`src/rtl/bs_pkg.sv`:
```
// Shared types, constants and the serial CRC-8 step used by the
// configuration-chain loader and its readback logic.
package bs_pkg;

   typedef enum logic [1:0] {S_IDLE, S_FETCH, S_SHIFT, S_DONE} bs_state_t;

   localparam logic [7:0] CRC8_POLY         = 8'h07;
   localparam int         DEFAULT_CHAIN_LEN = 400;

   // One MSB-first CRC-8 step: shift left, fold the polynomial in when the
   // bit leaving the top differs from the incoming data bit.
   function automatic logic [7:0] crc8_step(input logic [7:0] crc, input logic din);
      logic w_fb;
      w_fb = crc[7] ^ din;
      return {crc[6:0], 1'b0} ^ (w_fb ? CRC8_POLY : 8'h00);
   endfunction

endpackage

```
`src/rtl/bs_crc8.sv`:
```
// Serial CRC-8 register (poly 0x07, init 0) with a synchronous clear and a
// per-bit enable; clear wins over enable.
module bs_crc8
   import bs_pkg::*;
(
   input  logic       clk,
   input  logic       reset,
   input  logic       i_clear,
   input  logic       i_en,
   input  logic       i_bit,
   output logic [7:0] o_crc
);

   logic [7:0] r_crc;

   always_ff @(posedge clk) begin
      if (reset || i_clear) begin
         r_crc <= 8'h00;
      end else if (i_en) begin
         r_crc <= crc8_step(r_crc, i_bit);
      end
   end

   assign o_crc = r_crc;

endmodule

```
`src/rtl/bs_loader.sv`:
```
// Feeds config bytes MSB-first into the neurochip configuration chain and
// computes a CRC-8 over the old chain contents that fall out of its tail.
module bs_loader
   import bs_pkg::*;
#(
   parameter int CHAIN_LEN = DEFAULT_CHAIN_LEN,
   parameter int CNT_W     = 9
)(
   input  logic       clk,
   input  logic       reset,
   input  logic       start,
   input  logic       abort,
   input  logic [7:0] byte_data,
   input  logic       byte_valid,
   output logic       byte_ready,
   input  logic       bs_out,
   output logic       cfg_bit,
   output logic       cfg_en,
   output logic       busy,
   output logic       done,
   output logic [7:0] rb_crc
);

   localparam logic [CNT_W-1:0] LAST_CNT = CNT_W'(CHAIN_LEN - 1);

   bs_state_t        r_state;
   logic [7:0]       r_shreg;
   logic [2:0]       r_bitIdx;
   logic [CNT_W-1:0] r_bitCnt;
   logic             r_cfgBit;
   logic             r_cfgEn;
   logic             r_busy;
   logic             r_done;

   logic w_lastBit;
   logic w_startOk;
   logic w_byteReady;
   logic w_take;

   // Ready is masked by abort/reset so a byte offered in that cycle is never
   // seen as accepted by the upstream side.
   assign w_lastBit   = (r_bitCnt == LAST_CNT);
   assign w_startOk   = start && !abort && ((r_state == S_IDLE) || (r_state == S_DONE));
   assign w_byteReady = !reset && !abort &&
                        ((r_state == S_FETCH) ||
                         ((r_state == S_SHIFT) && (r_bitIdx == 3'd0) && !w_lastBit));
   assign w_take      = byte_valid && w_byteReady;

   // In DONE, busy drops and done rises together one cycle after the last bit
   // is presented, so the final readback CRC step has already landed.
   always_ff @(posedge clk) begin
      if (reset) begin
         r_state  <= S_IDLE;
         r_shreg  <= 8'h00;
         r_bitIdx <= 3'd0;
         r_bitCnt <= '0;
         r_cfgBit <= 1'b0;
         r_cfgEn  <= 1'b0;
         r_busy   <= 1'b0;
         r_done   <= 1'b0;
      end else if (abort && (r_state != S_IDLE)) begin
         r_state <= S_IDLE;
         r_cfgEn <= 1'b0;
         r_busy  <= 1'b0;
         r_done  <= 1'b0;
      end else begin
         case (r_state)
            S_IDLE, S_DONE: begin
               if (w_startOk) begin
                  r_state  <= S_FETCH;
                  r_bitCnt <= '0;
                  r_cfgEn  <= 1'b0;
                  r_busy   <= 1'b1;
                  r_done   <= 1'b0;
               end else if (r_state == S_DONE) begin
                  r_cfgEn <= 1'b0;
                  r_busy  <= 1'b0;
                  r_done  <= 1'b1;
               end
            end
            S_FETCH: begin
               r_cfgEn <= 1'b0;
               if (w_take) begin
                  r_shreg  <= byte_data;
                  r_bitIdx <= 3'd7;
                  r_state  <= S_SHIFT;
               end
            end
            S_SHIFT: begin
               r_cfgEn  <= 1'b1;
               r_cfgBit <= r_shreg[r_bitIdx];
               r_bitCnt <= r_bitCnt + CNT_W'(1);
               r_bitIdx <= r_bitIdx - 3'd1;
               // Ending on the chain length drops any unused low bits of a partial byte.
               if (w_lastBit) begin
                  r_state <= S_DONE;
               end else if (r_bitIdx == 3'd0) begin
                  if (w_take) begin
                     r_shreg  <= byte_data;
                     r_bitIdx <= 3'd7;
                  end else begin
                     r_state <= S_FETCH;
                  end
               end
            end
            default: r_state <= S_IDLE;
         endcase
      end
   end

   bs_crc8 u_crc (
      .clk     (clk),
      .reset   (reset),
      .i_clear (w_startOk),
      .i_en    (r_cfgEn),
      .i_bit   (bs_out),
      .o_crc   (rb_crc)
   );

   assign byte_ready = w_byteReady;
   assign cfg_bit    = r_cfgBit;
   assign cfg_en     = r_cfgEn;
   assign busy       = r_busy;
   assign done       = r_done;

endmodule
```
`config.mk`:
```
export PLATFORM = sky130hd
export DESIGN_NAME = bs_loader
export DESIGN_NICKNAME = d
export VERILOG_FILES = /design/src/rtl/bs_pkg.sv /design/src/rtl/bs_crc8.sv /design/src/rtl/bs_loader.sv
export SDC_FILE = /design/constraint.sdc
export NUM_CORES = 1
export LEC_CHECK = 0
export BUFFER_PORTS_ARGS = -buffer_cell sky130_fd_sc_hd__buf_2
export CAP_MARGIN = 20
export CORE_MARGIN = 4
export CORE_UTILIZATION = 58
export DETAILED_ROUTE_END_ITERATION = 10
export PLACE_DENSITY = 0.92
export SYNTH_ARGS = -nofsm -noshare
export SYNTH_HDL_FRONTEND = slang
export SYNTH_SLANG_ARGS = --single-unit
```
`constraint.sdc`:
```
create_clock -name clk -period 5.8 [get_ports clk]
set_clock_uncertainty 0.15 [all_clocks]
set_input_delay 0 -clock clk [delete_from_list [all_inputs] [get_ports clk]]
set_output_delay 0 -clock clk [all_outputs]
set_load 0.1 [all_outputs]
```
# Word level (Yosys, flattened, before mapping)
# Cells that the tools add are included.
# Widths: inputs -> output; s select.
op_classes:
  n_addsub: 2
  bitwise: 3
  muxes: 26
  n_lt_le_gt_ge: 1
  reduce_logical: 28
  n_eq_ne: 11
ops:
  columns: ["cell", "n"]
  rows:
  - ["$mux 8", 3]
  - ["$pmux 9 s2", 1]
  - ["$pmux 8 s2", 1]
  - ["$mux 3", 5]
  - ["$mux 2", 5]
  - ["$add 9x1->9 const B", 1]
  - ["$eq 9x9->1 const B", 1]
  - ["$mux 9", 1]
  - ["$logic_and 1x1->1", 8]
  - ["$reduce_and 4->1", 2]
  - ["$reduce_bool 2->1", 4]
  - ["$xor 8x8->8", 1]
  - ["$mux 1", 6]
  - ["$ne 3x2->1 const B", 2]
  - ["$pmux 2 s3", 1]
  - ["$pmux 3 s2", 1]
  - ["$reduce_and 3->1", 2]
  - ["$eq 2x2->1 const B", 2]
  - ["$lt 3x4->1 const B", 1]
  - ["$ne 2x1->1 const B", 2]
  - ["$ne 2x2->1 const B", 2]
  - ["$reduce_and 2->1", 2]
  - ["$reduce_or 2->1", 2]
  - ["$bmux 1 s3", 1]
  - ["other kinds (10)", 14]
totals:
  word_cells: 80
  output_inout_bits: 13
  regBits: 34
  inputBits: 14

# Longest topological paths before layout
# Gate-level depths: netlist of the first run.
logic_depth:
  ltp_word: 10
  mapped_depth: 7
  mapped_depth_nobuf: 7

# By module
# From an unflattened synthesis of the first run, not the netlist that was laid out.
hier_totals:
  hier_cells: 201
  hier_area_um2: 1808.0
by_module_without_submodules:
  columns: ["module", "seq_area_each_um2", "area_per_inst_um2", "cells_per_inst", "instances"]
  rows:
  - ["bs_loader", 520.5, 1463.9, 167, 1]
  - ["bs_crc8", 160.2, 344.1, 34, 1]

# Worst setup path before layout of the first run
# OpenSTA, ideal clock, no wires.
synth_timing:
  kind: "register to output"
  startpoint: "register r_state[0]"
  endpoint: "output port byte_ready"
  setup_slack_ns: 2.620
  arrival_time_ns: 3.030
  stages_incl_launch_ff: 6
  path_buffers: 1
  required_time_ns: 5.650
  path_cell_list: "dfxtp_1 inv_1 ha_1 clkbuf_1 a21oi_1 nor3_1"
synth_via:
  elab_chain_len: 5
  word_cells_on_any_way: 6
  classes_between: "eq/ne: 2; reduce/logical: 4"
synth_lines:
  columns: ["item", "line_no", "rtl"]
  rows:
  - ["from (decl)", "bs_loader.sv:26", "bs_state_t r_state;"]
  - ["from (signal assigned)", "bs_loader.sv:53", "r_state <= S_IDLE;"]
  - ["from (signal assigned)", "bs_loader.sv:62", "r_state <= S_IDLE;"]
  - ["from (signal assigned)", "bs_loader.sv:70", "r_state <= S_FETCH;"]
  - ["$eq 2x2->1", "bs_loader.sv:46", "((r_state == S_SHIFT) && (r_bitIdx == 3'd0) && !w_lastBit));"]
  - ["$logic_and 1x1->1 (2 in series)", "bs_loader.sv:46", null]
  - ["$logic_or 1x1->1 (*)", "bs_loader.sv:45", "((r_state == S_FETCH) ||"]
  - ["$logic_and 1x1->1 (*)", "bs_loader.sv:44", "assign w_byteReady = !reset && !abort &&"]
  - ["to (decl)", "bs_loader.sv:15", "output logic byte_ready,"]
# Every way passes the cells marked *; elsewhere a longest branch is shown, timed or not.

# Worst setup path after layout of the first run
layout_timing:
  startpoint: "register r_state[0]"
  endpoint: "register r_shreg[0]"
layout_via:
  elab_chain_len: 10
  word_cells_on_any_way: 18
  classes_between: "eq/ne: 4; mux: 4; bitwise: 1; reduce/logical: 9"
layout_lines:
  columns: ["item", "line_no", "rtl"]
  rows:
  - ["$eq 2x2->1", "bs_loader.sv:46, bs_loader.sv:67", null]
  - ["$logic_and 1x1->1 (2 in series)", "bs_loader.sv:46", null]
  - ["$logic_or 1x1->1", "bs_loader.sv:45", null]
  - ["$logic_and 1x1->1", "bs_loader.sv:44", null]
  - ["$logic_and 1x1->1", "bs_loader.sv:47", "assign w_take = byte_valid && w_byteReady;"]
  - ["$mux 8 (3 in series)", null, null]
  - ["$pmux 8 s2", "bs_loader.sv:67", "case (r_state)"]
  - ["to (signal assigned)", "bs_loader.sv:84", "r_shreg <= byte_data;"]
  - ["to (signal assigned)", "bs_loader.sv:99", "r_shreg <= byte_data;"]
  - ["to (decl)", "bs_loader.sv:27", "logic [7:0] r_shreg;"]
# Parallel ways exist; a longest one is shown, timed or not. The select of a mux whose other input is x is not followed.
# A chain may end at the register's enable or synchronous reset.

==> reports/metrics.cfg, run 1 <==
[timing]
worst_slew_pin_slew_ns=0.634
setup_violations=0
holdWs_ns=0.0521
fin_crit_ns=2.70
relSlewSlack_pct=57.6
period_share_pct=46.6
finalMaxSlewViolations=0
finalHoldViolations=0
rsz0062_at_grt=no
max_freq_mhz=370
tns_ns=0

[run]
drv_cap=0

[global_route]
antenna_found_initial=0
grt_pass1_vias=1360
globalRouteTotalUtil_pct=21.3
overflow=0
grt_pass1_wl_mm=5.89
grt_max_degree=19

[hold_path]
min_path_type=input port to register

[logic_synthesis]
ys_seq_elements=34
ys_warn_count=0
synth.area.top_cells=dfxtp_1 41%, mux2i_1 11%, nor2_1 7.7%
syn_avg_cell_area_sq_um=9.52
synth_top_area_cell=dfxtp_1
yosysSeqAreaShare_pct=41.1
syn-instance-count=174
synth_nets=196
synth_top_area_share_pct=41.1
synth.distinct_cells=39
synth_area_sq_um=1660

[power_and_ir_drop]
power_density_nw_per_um2=237
p_leak_nw=0.830
ir_worst_vdd_v=0.000260

[critical_path]
critPathMaxFanout=11
arrival_ns=2.79
path_cells=inv_1 -> ha_1 -> nand4b_1 -> o32ai_4 -> mux2i_1 -> nor2_1 -> dlygate4sd3_1
cp-start-kind=register
critPathCaptureType=register
crit_required_ns=5.89
cp_slowest_cell=dlygate4sd3_1
crit_type=register to register
max_stage_delay_ns=0.56

[layout]
layout_common_cells=34 x nor2_1, 34 x dfxtp_1, 26 x buf_2, 19 x dlygate4sd3_1, 18 x mux2i_1
drive_above_1_share_pct=18.1
final_nets=243
antenna_cells=0
instances_no_fill=252
multi_input_area_sq_um=931
synthToLayoutAreaGrowth_pct=23.4
regArea_sq_um=681
final_core_util_pct=74.8
fin_area_sq_um=2040
fill_cells=183

[status]
status=complete, no violations

[placed_design]
dpl.cell_count=226
placed_cell_area_sq_um=1810
portBuffers=26
routabilityCongestion=0.852
dpl.hpwl_mm=2.29

[clock_network]
htreeDepth=2
postCtsHoldBufs=19
max-clock-path-buffers=2
cts_buffers=5
path_clk_slew_ns=0.11
clk_latency_ns=0.34
cts_setup_buffers=0
ctsResizeCount=0
cts_sinks=34
cts-root-buf=clkbuf_4
cts_tree=yes

[detailed_routing]
routed_wl_mm=3.66
route.detailed.drc=0
dr.first_iter.drc_count=60
vias=1445
postRouteAntennaNets=0
wl_per_cell_microns=14.5
drt_first_pass_iters=4
vias_per_cell=5.73

[floorplanning]
ios=27
start_util_pct=60.6
row_count=19
coreArea_sq_um=2730
dieWidth_microns=61.4
die-area_sq_um=3780
die_h_microns=61.4

[final timing paths]
check / slack (ns) / to / cells after the start / from
worst min register to register: 0.34 / busy / 2 / busy
worst max register to register: 3.10 / r_shreg[0] / 7 / r_state[0]
worst max-delay path: 3.10 / r_shreg[0] / 7 / r_state[0]
worst min-delay path: 0.05 / r_state[0] / 4 / byte_valid
[state kept, by name, summed over array words and instances, names as in the netlist]
signal       flops
r_bitCnt         9
done             1
cfg_bit          1
cfg_en           1
r_shreg          8
u_crc.o_crc      8
r_state          2
r_bitIdx         3
busy             1
[layout make-up]
cell class | count | area share, %
multi-input combinational | 128 | 45.5
clock buffer | 5 | 1.84
inverter | 7 | 1.29
clock inverter | 2 | 0.490
tap | 31 | 1.90
timing repair buffer | 45 | 15.7
sequential | 34 | 33.3
[cells in the mapped netlist]
cell and number:
or4b_4 1, buf_1 1, mux2_2 1, inv_1 7, o221a_1 1, nor3_1 3
nand4_1 5, a21oi_1 8, xnor2_1 4, o31a_1 1, a21o_1 1, nand4b_1 1
nand3_1 1, dfxtp_1 34, nor2b_1 1, and2_1 1, or3_1 2, nand2_1 4
o21ai_0 2, nor3b_1 2, nor2_2 1, mux2_1 1, o32ai_4 1, and4_1 1
a31oi_1 1, nand2b_1 4, mux2i_1 18, a211oi_1 3, mux4_2 2, or2_2 1
o21bai_1 2, ha_1 8, xor2_1 6, clkbuf_1 4, nor2_1 34, o31ai_1 1
a311oi_1 2, nor4_1 1, and3_1 2
[where the power goes]
group,internal [mW],total (mW),switching (mW)
clock network,0.0435,0.122,0.0785
registers,0.243,0.256,0.0126
logic,0.0425,0.106,0.0633
[worst max-delay path, delay by kind of cell, from the launching register on]
kind / cells / cell delay, ns
muxes: 1 / 0.30
DFF: 1 / 0.36
AOI/OAI and AO/OA: 1 / 0.37
buffers and inverters: 2 / 0.68
and+or+nand+nor: 2 / 0.28
adders and majority gates: 1 / 0.44
[metal layers]
metal | up-vias | global-route usage [%] | part of all wire (%)
met3 | 12 | 5.66 | 4.8
met2 | 39 | 36.3 | 49
met5 | - | 0 | 0
met1 | 684 | 25.1 | 43
li1 | 710 | - | -
met4 | 0 | 9.70 | 2.8
[per-stage QoR]
stage                     setup slack (ns)  power [mW]
after floorplan                       2.62       0.335
after global placement                3.74       0.354
after detailed placement              3.65       0.357
after CTS                             3.17       0.481
after global routing                  2.96       0.508
final                                 3.10       0.484
[cells by family (layout without fill, tap and decap cells)]
kind of cell    Yosys count  after routing  share of synthesized area, %
simple gates             65             65                          19.4
buf+inv                  12             59                          2.72
xor+xnor                 10             10                          5.29
compound gates           23             23                          10.5
mux                      22             22                          15.0
fa+ha+maj                 8              8                          6.04
flops                    34             34                          41.1
No activity file was read; power rests on OpenSTA's default activity.
==> run 2, diff against run 1 <==
--- a/config.mk
+++ b/config.mk
@@ -8,9 +8,9 @@
 export BUFFER_PORTS_ARGS = -buffer_cell sky130_fd_sc_hd__buf_2
 export CAP_MARGIN = 20
 export CORE_MARGIN = 4
-export CORE_UTILIZATION = 58
+export CORE_UTILIZATION = 55
 export DETAILED_ROUTE_END_ITERATION = 10
-export PLACE_DENSITY = 0.92
+export PLACE_DENSITY = 0.88
 export SYNTH_ARGS = -nofsm -noshare
 export SYNTH_HDL_FRONTEND = slang
 export SYNTH_SLANG_ARGS = --single-unit
==> constraint.sdc (replaced) <==
create_clock -name clk -period 2.64 [get_ports clk]
set_clock_uncertainty 0.15 [all_clocks]
set_input_delay 0 -clock clk [delete_from_list [all_inputs] [get_ports clk]]
set_output_delay 0 -clock clk [all_outputs]
set_load 0.1 [all_outputs]
==> run 2 against run 1 <==
Compared with the run above:
- sequential power is 120% higher
- die area is 4.7% higher
- design area is 4.8% higher
==> reports/metrics.cfg, run 2 (same netlist as run 1, synthesis figures left out) <==
[status]
status=complete, no violations

[detailed_routing]
dr.first_iter.drc_count=39
routed_wl_mm=3.92
drt_first_pass_iters=6
vias_per_cell=5.76
route.detailed.drc=0
postRouteAntennaNets=0
vias=1468
wl_per_cell_microns=15.4

[placed_design]
dpl.hpwl_mm=2.36
post-place-ws_ns=0.531
routabilityCongestion=0.823
portBuffers=26

[global_route]
grt_pass1_wl_mm=6.38
grt_pass1_vias=1454
globalRouteTotalUtil_pct=20.1
overflow=0
grt_max_degree=19
antenna_found_initial=0

[power_and_ir_drop]
p_clk_share_pct=38.3
power_density_nw_per_um2=612
pwr-share-comb_pct=18.7
p_int_mw=0.955
p_sw_mw=0.356
power_frac_seq_pct=43.0
p_leak_nw=0.872
swShare_pct=27.2
ir_worst_vdd_v=0.000446
finalPower_mw=1.31

[critical_path]
critPathCaptureType=register
path_cells=or4b_4 -> nor2_2 -> o32ai_4 -> buf_12 -> mux2i_1 -> nor2_1 -> dlygate4sd3_1
arrival_ns=2.69
cp_slowest_cell=dlygate4sd3_1
max_stage_delay_ns=0.56
crit_required_ns=2.73
critPathMaxFanout=8
cp-start-kind=register
crit_type=register to register

[timing]
fin_ws_ns=0.0352
tns_ns=0
worst_slew_pin_slew_ns=0.643
holdWs_ns=0.0518
finalHoldViolations=0
period_share_pct=98.7
setup_violations=0
relSlewSlack_pct=56.9
finalMaxSlewViolations=0
max_freq_mhz=384
fin_crit_ns=2.60

[layout]
largest_register_ffs=9
final_nets=245
drive_above_1_share_pct=20.1
final_core_util_pct=75.8
fill_cells=196
layout_common_cells=34 x nor2_1, 34 x dfxtp_1, 26 x buf_2, 19 x dlygate4sd3_1, 18 x mux2i_1
top_register=r_bitCnt
antenna_cells=0
synthToLayoutAreaGrowth_pct=29.4
multi_input_area_sq_um=938
regArea_sq_um=681

[clock_network]
cts_tree=yes
path_clk_slew_ns=0.11
cts-root-buf=clkbuf_4
cts_buffers=5
clk_latency_ns=0.34
cts_sinks=34
max-clock-path-buffers=2
htreeDepth=2

[run]
drv_cap=0

[floorplanning]
start_util_pct=58.6
die-area_sq_um=3950
ios=27
row_count=19
coreArea_sq_um=2830
dieWidth_microns=62.9
die_h_microns=62.9

[hold_path]
min_path_type=input port to register

-- run 2: cell count changes in the layout (fill, tap and decap cells not counted), sizes merged --
cell and change:
clkinv -2, buf +2, bufinv +2, clkbuf +1
-- run 2: layout make-up --
class / instances / area share (%)
clock buffers: 6 / 2.39
clock inverters: 2 / 2.80
inverters: 7 / 1.23
multi-input cells: 128 / 43.8
flip-flops and latches: 34 / 31.8
well taps: 31 / 1.81
repair buffers: 47 / 16.2
-- run 2: critical path, delay by kind of cell, from the launching register on --
kind	cells	cell delay [ns]
compound gates	1	0.15
simple gates	3	0.91
mux	1	0.19
buf+inv	2	0.73
flops	1	0.38
-- run 2: per-stage QoR --
stage	instances	area, sq um
2_1_floorplan	174	1660
3_3_place_gp	227	1820
3_5_place_dp	227	1820
4_1_cts	254	2120
5_1_grt	255	2140
6_report	255	2140
-- run 2: layer usage --
layer	global-route usage (%)	routed length, microns
met1	21.8	1580
met3	5.76	221
met4	6.89	70
met5	0	0
met2	36.6	2060
-- run 2: worst paths after layout --
check / start / endpoint / slack, ns / depth (start not counted)
worst min register to register: busy / busy / 0.35 / 2
worst max-delay path: r_bitCnt[4] / r_shreg[1] / 0.04 / 7
worst max register to register: r_bitCnt[4] / r_shreg[1] / 0.04 / 7
worst min-delay path: byte_valid / r_state[0] / 0.05 / 4
-- run 2: power by group through the flow --
| stage | combinational, mW | sequential, mW | clock, mW |
|---|---|---|---|
| 6_report | 0.245 | 0.564 | 0.502 |
| 5_1_grt | 0.273 | 0.567 | 0.532 |
| 4_1_cts | 0.234 | 0.562 | 0.506 |
| 3_5_place_dp | 0.218 | 0.574 | 0 |
| 3_3_place_gp | 0.212 | 0.573 | 0 |
| 2_1_floorplan | 0.153 | 0.584 | 0 |
-- run 2: timing repair --
| action | in CTS | in global routing |
|---|---|---|
| gates resized for setup | 0 | 1 |
| buffers inserted | 0 | 1 |
| hold buffers | 19 | 0 |
| endpoints found under the setup margin | 0 | 8 |
| hold endpoints to repair | 12 | 0 |
==> run 3, diff against run 2 <==
--- a/config.mk
+++ b/config.mk
@@ -5,12 +5,14 @@
 export SDC_FILE = /design/constraint.sdc
 export NUM_CORES = 1
 export LEC_CHECK = 0
+export ABC_AREA = 1
 export BUFFER_PORTS_ARGS = -buffer_cell sky130_fd_sc_hd__buf_2
 export CAP_MARGIN = 20
 export CORE_MARGIN = 4
 export CORE_UTILIZATION = 55
 export DETAILED_ROUTE_END_ITERATION = 10
 export PLACE_DENSITY = 0.88
+export SETUP_SLACK_MARGIN = 0.1
 export SYNTH_ARGS = -nofsm -noshare
 export SYNTH_HDL_FRONTEND = slang
 export SYNTH_SLANG_ARGS = --single-unit
==> run 3 against run 2 <==
Compared with the run above:
- combinational power rose to 4.0 times the previous value
- via count rose by 14%
- cell count rose by 26%
- hold slack improved by 0.22 ns
- global-route usage rose by 0.051 points
- synthesized cell count rose by 41%
- non-clock buffer count fell by 7
- core utilization fell by 1.1 points
- fmax rose by 8.2%
- design area fell by 0.58%
- sequential cell count did not move
- sequential share of layout area rose by 0.19 points
- largest power group is now combinational cells
- highest routed layer unchanged
==> reports/metrics.cfg, run 3 <==
[floorplanning]
start_util_pct=59.9
die_h_microns=63.7
dieWidth_microns=63.7
coreArea_sq_um=2850
ios=27
row_count=19
die-area_sq_um=4060

[critical_path]
critPathMaxFanout=6
r2r_slack_ns=0.23
worst-path-buf-inv=4
r2r_cells=10
cp_slowest_cell=dlygate4sd3_1
path_delay_family=buffers and inverters
critPathCaptureType=register
crit_required_ns=2.73
timing.rr.end=r_state[1]
path_cells=inv_1 -> ha_1 -> inv_1 -> o21ai_1 -> dlygate4sd3_1 -> inv_1 -> nor2_2 -> nand3_1 -> nand2_1 -> nor2_1
arrival_ns=2.50
cp-startpoint=r_state[1]
path_common_cell=inv_1
cp-start-kind=register
r2r_start=r_state[1]
crit_cells=10
cp-endpoint=r_state[1]
crit_type=register to register
max_stage_delay_ns=0.61

[timing]
fin_crit_ns=2.41
finalHoldViolations=0
period_share_pct=91.2
relSlewSlack_pct=55.4
worst_slew_pin_slew_ns=0.663
setup_violations=0
rsz0062_at_grt=no
finalMaxSlewViolations=0
tns_ns=0
max_freq_mhz=415
fin_ws_ns=0.233

[global_route]
grt_pass1_wl_mm=6.56
globalRouteTotalUtil_pct=20.1
grt_pass1_vias=1553
grt_max_degree=12
antenna_found_initial=0
overflow=0

[logic_synthesis]
ys_seq_elements=34
synth.distinct_cells=27
synth_area_sq_um=1710
async_flop_share_pct=0
synth_nets=267
syn-instance-count=245
synth-edff-count=0
synth_top_area_cell=dfxtp_1
ys_warn_count=0
syn_avg_cell_area_sq_um=6.98
synth.area.top_cells=dfxtp_1 40%, nand2_1 11%, nor2_1 9.7%
yosysSeqAreaShare_pct=39.8
ys_top_cells_by_count=48 x nand2_1, 44 x nor2_1, 34 x dfxtp_1
yosysMostFrequentCell=nand2_1
synth_top_area_share_pct=39.8
synth_flop_cell=dfxtp_1

[detailed_routing]
drt_first_pass_iters=4
route.detailed.drc=0
wl_per_cell_microns=12.0
dr.first_iter.drc_count=86
highest-signal-layer=met4
postRouteAntennaNets=0
routed_wl_mm=3.87
routed-wl-met3_microns=187
wl_met1_mm=1.73
vias=1678
vias_per_cell=5.23
route.met2.wl_mm=1.87

[clock_network]
path_clk_slew_ns=0.10
cts_tree=yes
cts_buffers=5
cts-root-buf=clkbuf_4
htreeDepth=2
clk_latency_ns=0.34
max-clock-path-buffers=2
cts_sinks=34
cts_setup_buffers=0

[power_and_ir_drop]
ir_worst_vdd_v=0.000515
power_density_nw_per_um2=1010
p_leak_nw=0.940

[placed_design]
routabilityCongestion=0.917
post-place-ws_ns=0.442
portBuffers=26
dpl.hpwl_mm=2.68

[layout]
layout_commonest_cell=nand2_1
top_register=r_bitCnt
drive_above_1_share_pct=14.8
antenna_cells=0
layout_common_cells=48 x nand2_1, 43 x nor2_1, 34 x dfxtp_1, 26 x buf_2, 24 x inv_1
fill_cells=226
synthToLayoutAreaGrowth_pct=24.7
final_nets=311
largest_register_ffs=9

[run]
drv_cap=0

[hold_path]
min_path_type=input port to register

[status]
status=complete, no violations

run 3: cell types whose count changed after synthesis, sizes merged, moves of 4 or more:
cell,change
nand2b,-4
mux2i,-18
nand3,+5
inv,+20
nor2,+10
a21oi,+15
xnor2,-4
nand2,+45
nand4,-4
nor3,+7
o21ai,+21
run 3: worst min-delay path by stage:
| stage | endpoint | depth (start not counted) | start | slack [ns] |
|---|---|---|---|---|
| finish | r_shreg[0] | 4 | byte_data[0] | 0.27 |
| detailed placement | r_shreg[2] | 3 | byte_data[2] | 0.08 |
| CTS | r_shreg[2] | 4 | byte_data[2] | 0.26 |
| global route | r_shreg[4] | 4 | byte_data[4] | 0.29 |
| floorplan | r_shreg[0] | 2 | byte_data[0] | -0.02 |
| global placement | r_shreg[5] | 3 | byte_data[5] | 0.07 |
run 3: cell type report:
cell class	instances	area [sq um]	share of cell area [%]
multi-input cells	181	928	43.6
flip-flops and latches	34	681	31.9
repair buffers	40	270	12.7
inverters	27	101	4.76
clock inverters	2	60.1	2.82
clock buffers	6	51.3	2.41
well taps	31	38.8	1.82
run 3: stage by stage:
stage / hold slack [ns] / std cells / total power, mW / instance area (sq um) / utilization [%]
6_report: 0.275 / 321 / 2.15 / 2130 / 74.7
5_1_grt: 0.287 / 321 / 2.30 / 2130 / 74.7
4_1_cts: 0.260 / 321 / 2.13 / 2130 / 74.6
3_5_place_dp: 0.0792 / 299 / 1.61 / 1880 / 65.8
3_3_place_gp: 0.0693 / 299 / 1.59 / 1880 / 65.8
2_1_floorplan: -0.0151 / 245 / 1.43 / 1720 / -
run 3: report_power, final:
part | leakage (nW) | internal (mW) | switching [mW]
Sequential | 0.276 | 0.588 | 0.0926
Clock | 0.0585 | 0.321 | 0.180
Combinational | 0.605 | 0.290 | 0.678
Total | 0.940 | 1.20 | 0.951
run 3: cell families (layout without fill, tap and decap cells):
logic type	count (synthesis)	in the layout	share of synthesized area, %
DFF	34	34	39.8
and+or+nand+nor	115	115	28.5
xor gates and xnor gates	7	7	3.59
AOI/OAI and AO/OA	51	51	15.6
buffers and inverters	30	75	6.66
adders and majority gates	8	8	5.86
run 3: repair_timing:
| item | in CTS | in global routing |
|---|---|---|
| hold buffers | 14 | 0 |
| endpoints found under the setup margin | 0 | 2 |
| gates resized for setup | 0 | 1 |
| hold endpoints to repair | 20 | 0 |
run 3: per-layer routing:
metal / global-route usage (%) / up-vias
met5: 0 / -
met4: 7.01 / 0
met3: 4.90 / 13
met2: 34.3 / 44
met1: 24.8 / 738
li1: - / 883
run 3: worst reg2reg max path: cells and delay by family (launching register included):
family	cells	cell delay [ns]
buf+inv	4	0.89
flops	1	0.44
simple gates	4	0.38
fa+ha+maj	1	0.33
compound gates	1	0.15
